**src/rtl/serial_frame_writer_pkg.sv**
```systemverilog
// Shared definitions for the serial frame writer.
//   FRAME_LEN_DEF : bits per serial frame (bit index runs 0..FRAME_LEN-1)
//   DW_DEF        : width of a stored word (frame bits zero-extended)
//   DEPTH_DEF     : number of store entries
//   AW_DEF        : store address width
//   state_e       : capture FSM encoding
//   IDX_LAST      : index value of the final bit of a frame
package serial_frame_writer_pkg;

  localparam int FRAME_LEN_DEF = 10;
  localparam int DW_DEF        = 16;
  localparam int DEPTH_DEF     = 16;
  localparam int AW_DEF        = 4;

  localparam logic [3:0] IDX_LAST = 4'd9;

  typedef enum logic {
    IDLE    = 1'b0,
    CAPTURE = 1'b1
  } state_e;

endpackage

```
**src/rtl/serial_frame_writer_frame_store.sv**
```systemverilog
// DEPTH x DW register file holding completed frames.
//   clk, rst           : clock, async active-high reset (clears every entry)
//   wr_en, wr_addr,
//   wr_data            : single synchronous write port
//   rd_addr, rd_data   : combinational read port (old value during a write)
module serial_frame_writer_frame_store #(
  parameter int DW    = 16,
  parameter int DEPTH = 16,
  parameter int AW    = 4
) (
  input  logic          clk,
  input  logic          rst,
  input  logic          wr_en,
  input  logic [AW-1:0] wr_addr,
  input  logic [DW-1:0] wr_data,
  input  logic [AW-1:0] rd_addr,
  output logic [DW-1:0] rd_data
);

  logic [DW-1:0] mem_q [DEPTH];

  always_ff @(posedge clk or posedge rst) begin
    if (rst) begin
      for (int i = 0; i < DEPTH; i++) begin
        mem_q[i] <= '0;
      end
    end else if (wr_en) begin
      mem_q[wr_addr] <= wr_data;
    end
  end

  assign rd_data = mem_q[rd_addr];

endmodule

```
**src/rtl/serial_frame_writer.sv**
```systemverilog
// Reassembles 10-bit serial frames into parallel words, writes each word into
// a circular 16-entry store and offers it downstream over valid/ready.
//   clk, rst           : clock, async active-high reset
//   din                : serial bit, sampled each edge while capturing
//   start              : marks bit 0 of the first frame (ignored once capturing)
//   abort              : drop the partial frame and return to IDLE
//   frame_valid/ready  : downstream handshake for frame_data
//   frame_data         : last accepted-into-output frame, zero-extended
//   overrun, clr_ovr   : sticky "frame completed while output still pending"
//   wr_ptr             : next store entry to be written (wraps, no full flag)
//   rd_addr, rd_data   : combinational store read
module serial_frame_writer
  import serial_frame_writer_pkg::*;
#(
  parameter int FRAME_LEN = FRAME_LEN_DEF,
  parameter int DW        = DW_DEF,
  parameter int DEPTH     = DEPTH_DEF,
  parameter int AW        = AW_DEF
) (
  input  logic          clk,
  input  logic          rst,
  input  logic          din,
  input  logic          start,
  input  logic          abort,
  output logic          frame_valid,
  input  logic          frame_ready,
  output logic [DW-1:0] frame_data,
  output logic          overrun,
  input  logic          clr_ovr,
  output logic [AW-1:0] wr_ptr,
  input  logic [AW-1:0] rd_addr,
  output logic [DW-1:0] rd_data
);

  state_e        state_q, state_d;
  logic [3:0]    idx_q, idx_d;
  logic [DW-1:0] asm_q, asm_d;
  logic          frame_valid_q, frame_valid_d;
  logic [DW-1:0] frame_data_q, frame_data_d;
  logic          overrun_q, overrun_d;
  logic [AW-1:0] wr_ptr_q, wr_ptr_d;
  logic          wr_en;
  logic [DW-1:0] word_c;

  always_ff @(posedge clk or posedge rst) begin
    if (rst) begin
      state_q       <= IDLE;
      idx_q         <= '0;
      asm_q         <= '0;
      frame_valid_q <= 1'b0;
      frame_data_q  <= '0;
      overrun_q     <= 1'b0;
      wr_ptr_q      <= '0;
    end else begin
      state_q       <= state_d;
      idx_q         <= idx_d;
      asm_q         <= asm_d;
      frame_valid_q <= frame_valid_d;
      frame_data_q  <= frame_data_d;
      overrun_q     <= overrun_d;
      wr_ptr_q      <= wr_ptr_d;
    end
  end

  // The last bit is still on din at the completing edge, so the finished word
  // is the assembly register with din patched into the top frame bit.
  always_comb begin
    word_c                = asm_q;
    word_c[FRAME_LEN-1]   = din;
  end

  always_comb begin
    state_d       = state_q;
    idx_d         = idx_q;
    asm_d         = asm_q;
    frame_valid_d = frame_valid_q;
    frame_data_d  = frame_data_q;
    overrun_d     = overrun_q;
    wr_ptr_d      = wr_ptr_q;
    wr_en         = 1'b0;

    if (frame_valid_q && frame_ready) begin
      frame_valid_d = 1'b0;
    end
    // Clear first so a same-edge overrun event below overrides it.
    if (clr_ovr) begin
      overrun_d = 1'b0;
    end

    if (abort) begin
      state_d = IDLE;
      idx_d   = '0;
      asm_d   = '0;
    end else begin
      unique case (state_q)
        IDLE: begin
          if (start) begin
            asm_d    = '0;
            asm_d[0] = din;
            idx_d    = 4'd1;
            state_d  = CAPTURE;
          end
        end
        CAPTURE: begin
          if (idx_q == IDX_LAST) begin
            wr_en    = 1'b1;
            wr_ptr_d = wr_ptr_q + AW'(1);
            idx_d    = '0;
            asm_d    = '0;
            if (!frame_valid_q || frame_ready) begin
              frame_data_d  = word_c;
              frame_valid_d = 1'b1;
            end else begin
              overrun_d = 1'b1;
            end
          end else begin
            asm_d[idx_q] = din;
            idx_d        = idx_q + 4'd1;
          end
        end
        default: state_d = IDLE;
      endcase
    end
  end

  assign frame_valid = frame_valid_q;
  assign frame_data  = frame_data_q;
  assign overrun     = overrun_q;
  assign wr_ptr      = wr_ptr_q;

  serial_frame_writer_frame_store #(
    .DW    (DW),
    .DEPTH (DEPTH),
    .AW    (AW)
  ) u_frame_store (
    .clk     (clk),
    .rst     (rst),
    .wr_en   (wr_en),
    .wr_addr (wr_ptr_q),
    .wr_data (word_c),
    .rd_addr (rd_addr),
    .rd_data (rd_data)
  );

endmodule

```
**config.mk**
```make
export PLATFORM = sky130hd
export DESIGN_NAME = serial_frame_writer
export DESIGN_NICKNAME = d
export VERILOG_FILES = /design/src/rtl/serial_frame_writer_pkg.sv /design/src/rtl/serial_frame_writer_frame_store.sv /design/src/rtl/serial_frame_writer.sv
export SDC_FILE = /design/constraint.sdc
export NUM_CORES = 1
export LEC_CHECK = 0
export CORE_ASPECT_RATIO = 0.8
export CORE_UTILIZATION = 60
export CTS_CLUSTER_DIAMETER = 200
export DETAILED_ROUTE_END_ITERATION = 8
export PLACE_DENSITY = 0.79
export SYNTH_ARGS = -nofsm -noshare
export SYNTH_HDL_FRONTEND = slang
export SYNTH_SLANG_ARGS = --single-unit
```
**constraint.sdc**
```tcl
create_clock -name clk -period 10.5 [get_ports clk]
set_clock_uncertainty 0.1 [all_clocks]
set_input_delay 1.05 -clock clk [delete_from_list [all_inputs] [get_ports clk]]
set_output_delay 1.05 -clock clk [all_outputs]
set_load 0.02 [all_outputs]
```
# ---- Yosys cells after proc, flatten, opt, wreduce, memory -nomap -nowiden
# Index checks and enable logic that the tools add are counted.
dict set report totals {
  inputBits 11
  ff_bits 299
  out_inout_bits 38
}
dict set report op_classes {
  muxes 33
  n_bitwise 4
  magnitude_cmp 5
  reduce_logical 7
  n_addsub 2
  eq_ne 2
}
# op n
set op_table {}
lappend op_table {{256-bit bitwise mux} 1}
lappend op_table {{16-bit two-way mux} 6}
lappend op_table {{16-bit binary-select mux with 4-bit select} 1}
lappend op_table {{16-bit demux with 4-bit select} 1}
lappend op_table {{16-bit one-hot mux with 2 select lines} 1}
lappend op_table {{1-bit two-way mux} 17}
lappend op_table {{16-bit bitwise mux} 1}
lappend op_table {{4-bit two-way mux} 3}
lappend op_table {{5-bit >= comparator, second input constant} 2}
lappend op_table {{4-bit inverter with 5-bit output} 2}
lappend op_table {{4-bit by 1-bit adder with 4-bit output, second input constant} 2}
lappend op_table {{4-bit one-hot mux with 2 select lines} 1}
lappend op_table {{4-bit by 5-bit less-than comparator with 1-bit output, second input constant} 1}
lappend op_table {{5-bit by 1-bit less-than comparator with 1-bit output, second input constant} 1}
lappend op_table {{1-bit demux with 4-bit select} 1}
lappend op_table {{4-bit equality test, second input constant} 1}
lappend op_table {{4-bit by 1-bit >= comparator with 1-bit output, second input constant} 1}
lappend op_table {{4-bit AND reduction} 1}
lappend op_table {{1-bit logical AND} 3}
lappend op_table {{3-bit != test, second input constant} 1}
lappend op_table {{3-bit AND reduction} 1}
lappend op_table {{1-bit inverter} 2}
lappend op_table {{1-bit logical NOT} 1}
lappend op_table {{1-bit logical OR} 1}

# ---- Logic depth before layout (Yosys ltp)
dict set report logic_depth {
  word_depth 8
  depth_mapped 8
  depth_no_buf 4
}

# ---- By module
# From an unflattened synthesis, not the netlist that was laid out.
dict set report unflattened {
  hier_cells 878
  hier_area_um2 13525.5
}
# module area_each_um2 cells_each instances
set by_module_without_submodules {}
lappend by_module_without_submodules {serial_frame_writer_frame_store 11583.6 716 1}
lappend by_module_without_submodules {serial_frame_writer 1941.9 162 1}

# ---- Worst setup path before layout
# Ideal clock, no wire load.
dict set report synth_timing {
  kind {input to output}
  startpoint {input rd_addr[0]}
  endpoint {output rd_data[10]}
  cell_stages 5
  required_ps 9350
  setup_slack_ps 6766
  t_arrival_ps 2584
  cell_sequence {buf_2 -> buf_1 -> mux4_2 -> a22oi_1 -> nand2_1}
}
dict set report synth_via {
  elab_chain_cells 4
}
# item line_no
set synth_rtl {}
lappend synth_rtl {{start: declaration} serial_frame_writer.sv:31} ;# input logic [AW-1:0] rd_addr,
lappend synth_rtl {{4-bit inverter with 5-bit output (implied by the code)} serial_frame_writer_frame_store.sv:32} ;# assign rd_data = mem_q[rd_addr];
lappend synth_rtl {{16-bit binary-select mux with 4-bit select} serial_frame_writer_frame_store.sv:32}
lappend synth_rtl {{16-bit two-way mux (implied by the code) (2 in a row)} serial_frame_writer_frame_store.sv:32}
lappend synth_rtl {{end: declaration} serial_frame_writer.sv:32} ;# output logic [DW-1:0] rd_data
# Every way passes these cells. The select of a mux whose other input is x is not followed.

# ---- Worst setup path after layout
dict set report layout_timing {
  startpoint {input rd_addr[0]}
  endpoint {output rd_data[9]}
}
# The elaborated chain is that of the path after synthesis.

==> results.toml <==
[worst_setup_path]
worst_setup_path_start_kind = "primary input"
cp-end-kind = "output port"
crit_chain = "buf_4 > buf_4 > mux4_2 > a22oi_1 > nand2_1 > clkdlybuf4s50_1"
max_stage_delay_ps = 660
crit_buf_inv = 3
worst-setup-path-type = "primary input to output port"
crit_required_ps = 9350
critical_path.slowest_cell = "buf_4"
crit_family = "buffers and inverters"
crit_top_cell = "buf_4"
path_max_fanout = 34
arrival_ps = 3850

[sta]
maxSlewViolCount = 0
hold_viol = 0
tightest_slew_ps = 1020
fmax_ghz = 0.200
period_needed_ps = 5000
rsz0062_at_grt = "no"
setup_viol = 0
fin_setup_tns_ps = 0
max-slew-margin-rel = 0.323
post-route-period-util = 0.476

[hold_path]
hold_path.class = "flip-flop to flip-flop"

[pwr]
leakage_uw = 0.00747
p_per_area_nw_per_um2 = 158
p_total_uw = 2430
peakVddDrop_v = 0.000134

[clock_tree]
cts_tree = "built"
cts_resized = 0
clock_tree.root_cell = "clkbuf_16"
clkLatencyLatePin_ps = 560
htree_num_levels = 1
cts_hold_buffers = 0
clk_pin_slew_worst_paths_ps = 50
cts_buffers = 30
cts.path.max_buffers = 3
cts_sinks = 298
postCtsSetupRepairBufs = 0

[cells_and_area]
finalNetCount = 907
drive_gt1_frac = 0.460
multi_input_area_um2 = 5790
area_growth_pct = 12.1
seqCellArea_um2 = 7460
fill_cells = 1460

[synth]
synthDistinctLibCells = 44
synth_ff_type = "dfrtp_1"
synth-seq-cells = 298
syn_inst = 875
yosys.area.top_type = "dfrtp_1"
async_flop_share = 1.00
synth_nets = 890
yosysSeqAreaShare = 0.545
synth_edf_count = 0
synth_area_leaders = "dfrtp_1, mux2_2, mux4_2, mux2_4, a22oi_1"
ys_warn_count = 0
syn_area_um2 = 13700
netlist.area_leader.share = 0.545
syn_area_per_cell_um2 = 15.6

[routing]
firstDrtPassIters = 4
dr_total_vias = 7702
first_iter_violations = 521
routed_wl_mm = 29.4
drc = 0
wl_per_cell_um = 24.0
vias_per_cell = 6.30
ant_nets = 0

[global_routing]
grt_max_degree = 150
gr-total-overflow = 0
grt_pass1_vias = 8098
grt_pass1_wl_mm = 46.9
grtUsageTotal = 0.265
antenna_found_initial = 0

[placed_design]
gp_congestion = 0.879
dp.final_hpwl_mm = 18.2
io_buffers = 48

[die]
rows = 49
core_area_um2 = 22400
die_h_um = 137
chipWidth_um = 171
initial_core_util = 0.610
die-area_um2 = 23400
ios = 49

[job]
maxCapViolCount = 0

[status]
status = "finished clean"
## worst reg2reg max path: cells and delay by family (launching register included)
family | cells | cell delay, ps
muxes | 1 | 540
and+or+nand+nor | 3 | 1590
DFF | 1 | 490
## registers in the layout, indices dropped and copies added, names as in the netlist
register / count
frame_data: 16
state_q: 1
u_frame_store.mem_q: 256
overrun: 1
asm_q: 15
frame_valid: 1
idx_q: 4
wr_ptr: 4
## synth_stat cells (6+ instances only)
cell	n
dfrtp_1	298
mux2_2	252
mux4_2	64
nand2_1	41
clkbuf_1	34
a22oi_1	33
mux2_4	20
buf_6	15
buf_2	12
nand3_4	12
nor2_1	12
mux2i_1	9
nor2b_1	7
buf_1	6
## through the flow
step | util | setup WS [ps] | instance area, um^2 | hold slack, ps | cells
after floorplan | - | 1120 | 13700 | 359 | 875
after global routing | 0.683 | 5310 | 15300 | 409 | 1222
final | 0.683 | 5500 | 15300 | 399 | 1223
after detailed placement | 0.632 | 5440 | 14200 | 385 | 1166
after CTS | 0.683 | 5450 | 15300 | 399 | 1222
after global placement | 0.632 | 5490 | 14200 | 374 | 1166
## cell usage in the layout, fill, tap and decap left out, types with 4 or more instances in the layout
master and instances:
dfrtp_1 298, mux2_2 252, mux4_2 64, clkdlybuf4s50_1 46, nand2_1 41, a22oi_1 33, clkbuf_16 30, mux2_4 20
nand3_4 12, nor2_1 12, mux2i_1 9, buf_4 8, clkbuf_8 7, bufinv_16 7, nor2b_1 6, o21ai_0 5
a21oi_1 5, inv_1 4, ha_1 4, clkinvlp_4 4
## cell families (layout without fill, tap and decap cells)
group                      Yosys count  count (layout)  share of synthesized area
muxes                              346             346                      0.342
DFF                                298             298                      0.545
and+or+nand+nor                     94              94                     0.0468
buffers and inverters               75             116                     0.0316
AOI/OAI and AO/OA                   55              55                     0.0288
adders and majority gates            4               4                    0.00366
xor gates and xnor gates             3               3                    0.00192
other                                0               1                          0
## area by class of cell
cell class / instances / area share
clock buffers: 40 / 0.0560
multi-input cells: 502 / 0.378
repair buffers: 55 / 0.0343
clock inverters: 16 / 0.0185
inverters: 5 / 0.00171
well taps: 306 / 0.0250
diodes: 1 / 0.000163
flip-flops and latches: 298 / 0.486
## report_power, final
| group | leakage, uW | internal [uW] | switching (uW) | total [uW] |
|---|---|---|---|---|
| Sequential | 0.00415 | 1150 | 5.12 | 1150 |
| Combinational | 0.00277 | 18.4 | 48.8 | 67.1 |
| Clock | 0.000546 | 748 | 456 | 1200 |
| Total | 0.00747 | 1920 | 510 | 2430 |
## layer usage
layer	routed length (um)	track usage
met5	0	0
met4	493	0.0650
met3	1290	0.0350
met2	14500	0.430
met1	13100	0.385
## final timing paths
check / start / to / slack (ps) / cells after the start
max: rd_addr[0] / rd_data[9] / 5500 / 6
max in group asynchronous: rst / u_frame_store.mem_q[244] / 7640 / 3
min reg2reg: u_frame_store.mem_q[20] / u_frame_store.mem_q[20] / 400 / 1
max reg2reg: idx_q[2] / u_frame_store.mem_q[7] / 7650 / 4
min in group asynchronous: rst / u_frame_store.mem_q[11] / 1010 / 2
min: u_frame_store.mem_q[20] / u_frame_store.mem_q[20] / 400 / 1
No activity file was read; power rests on OpenSTA's default activity.
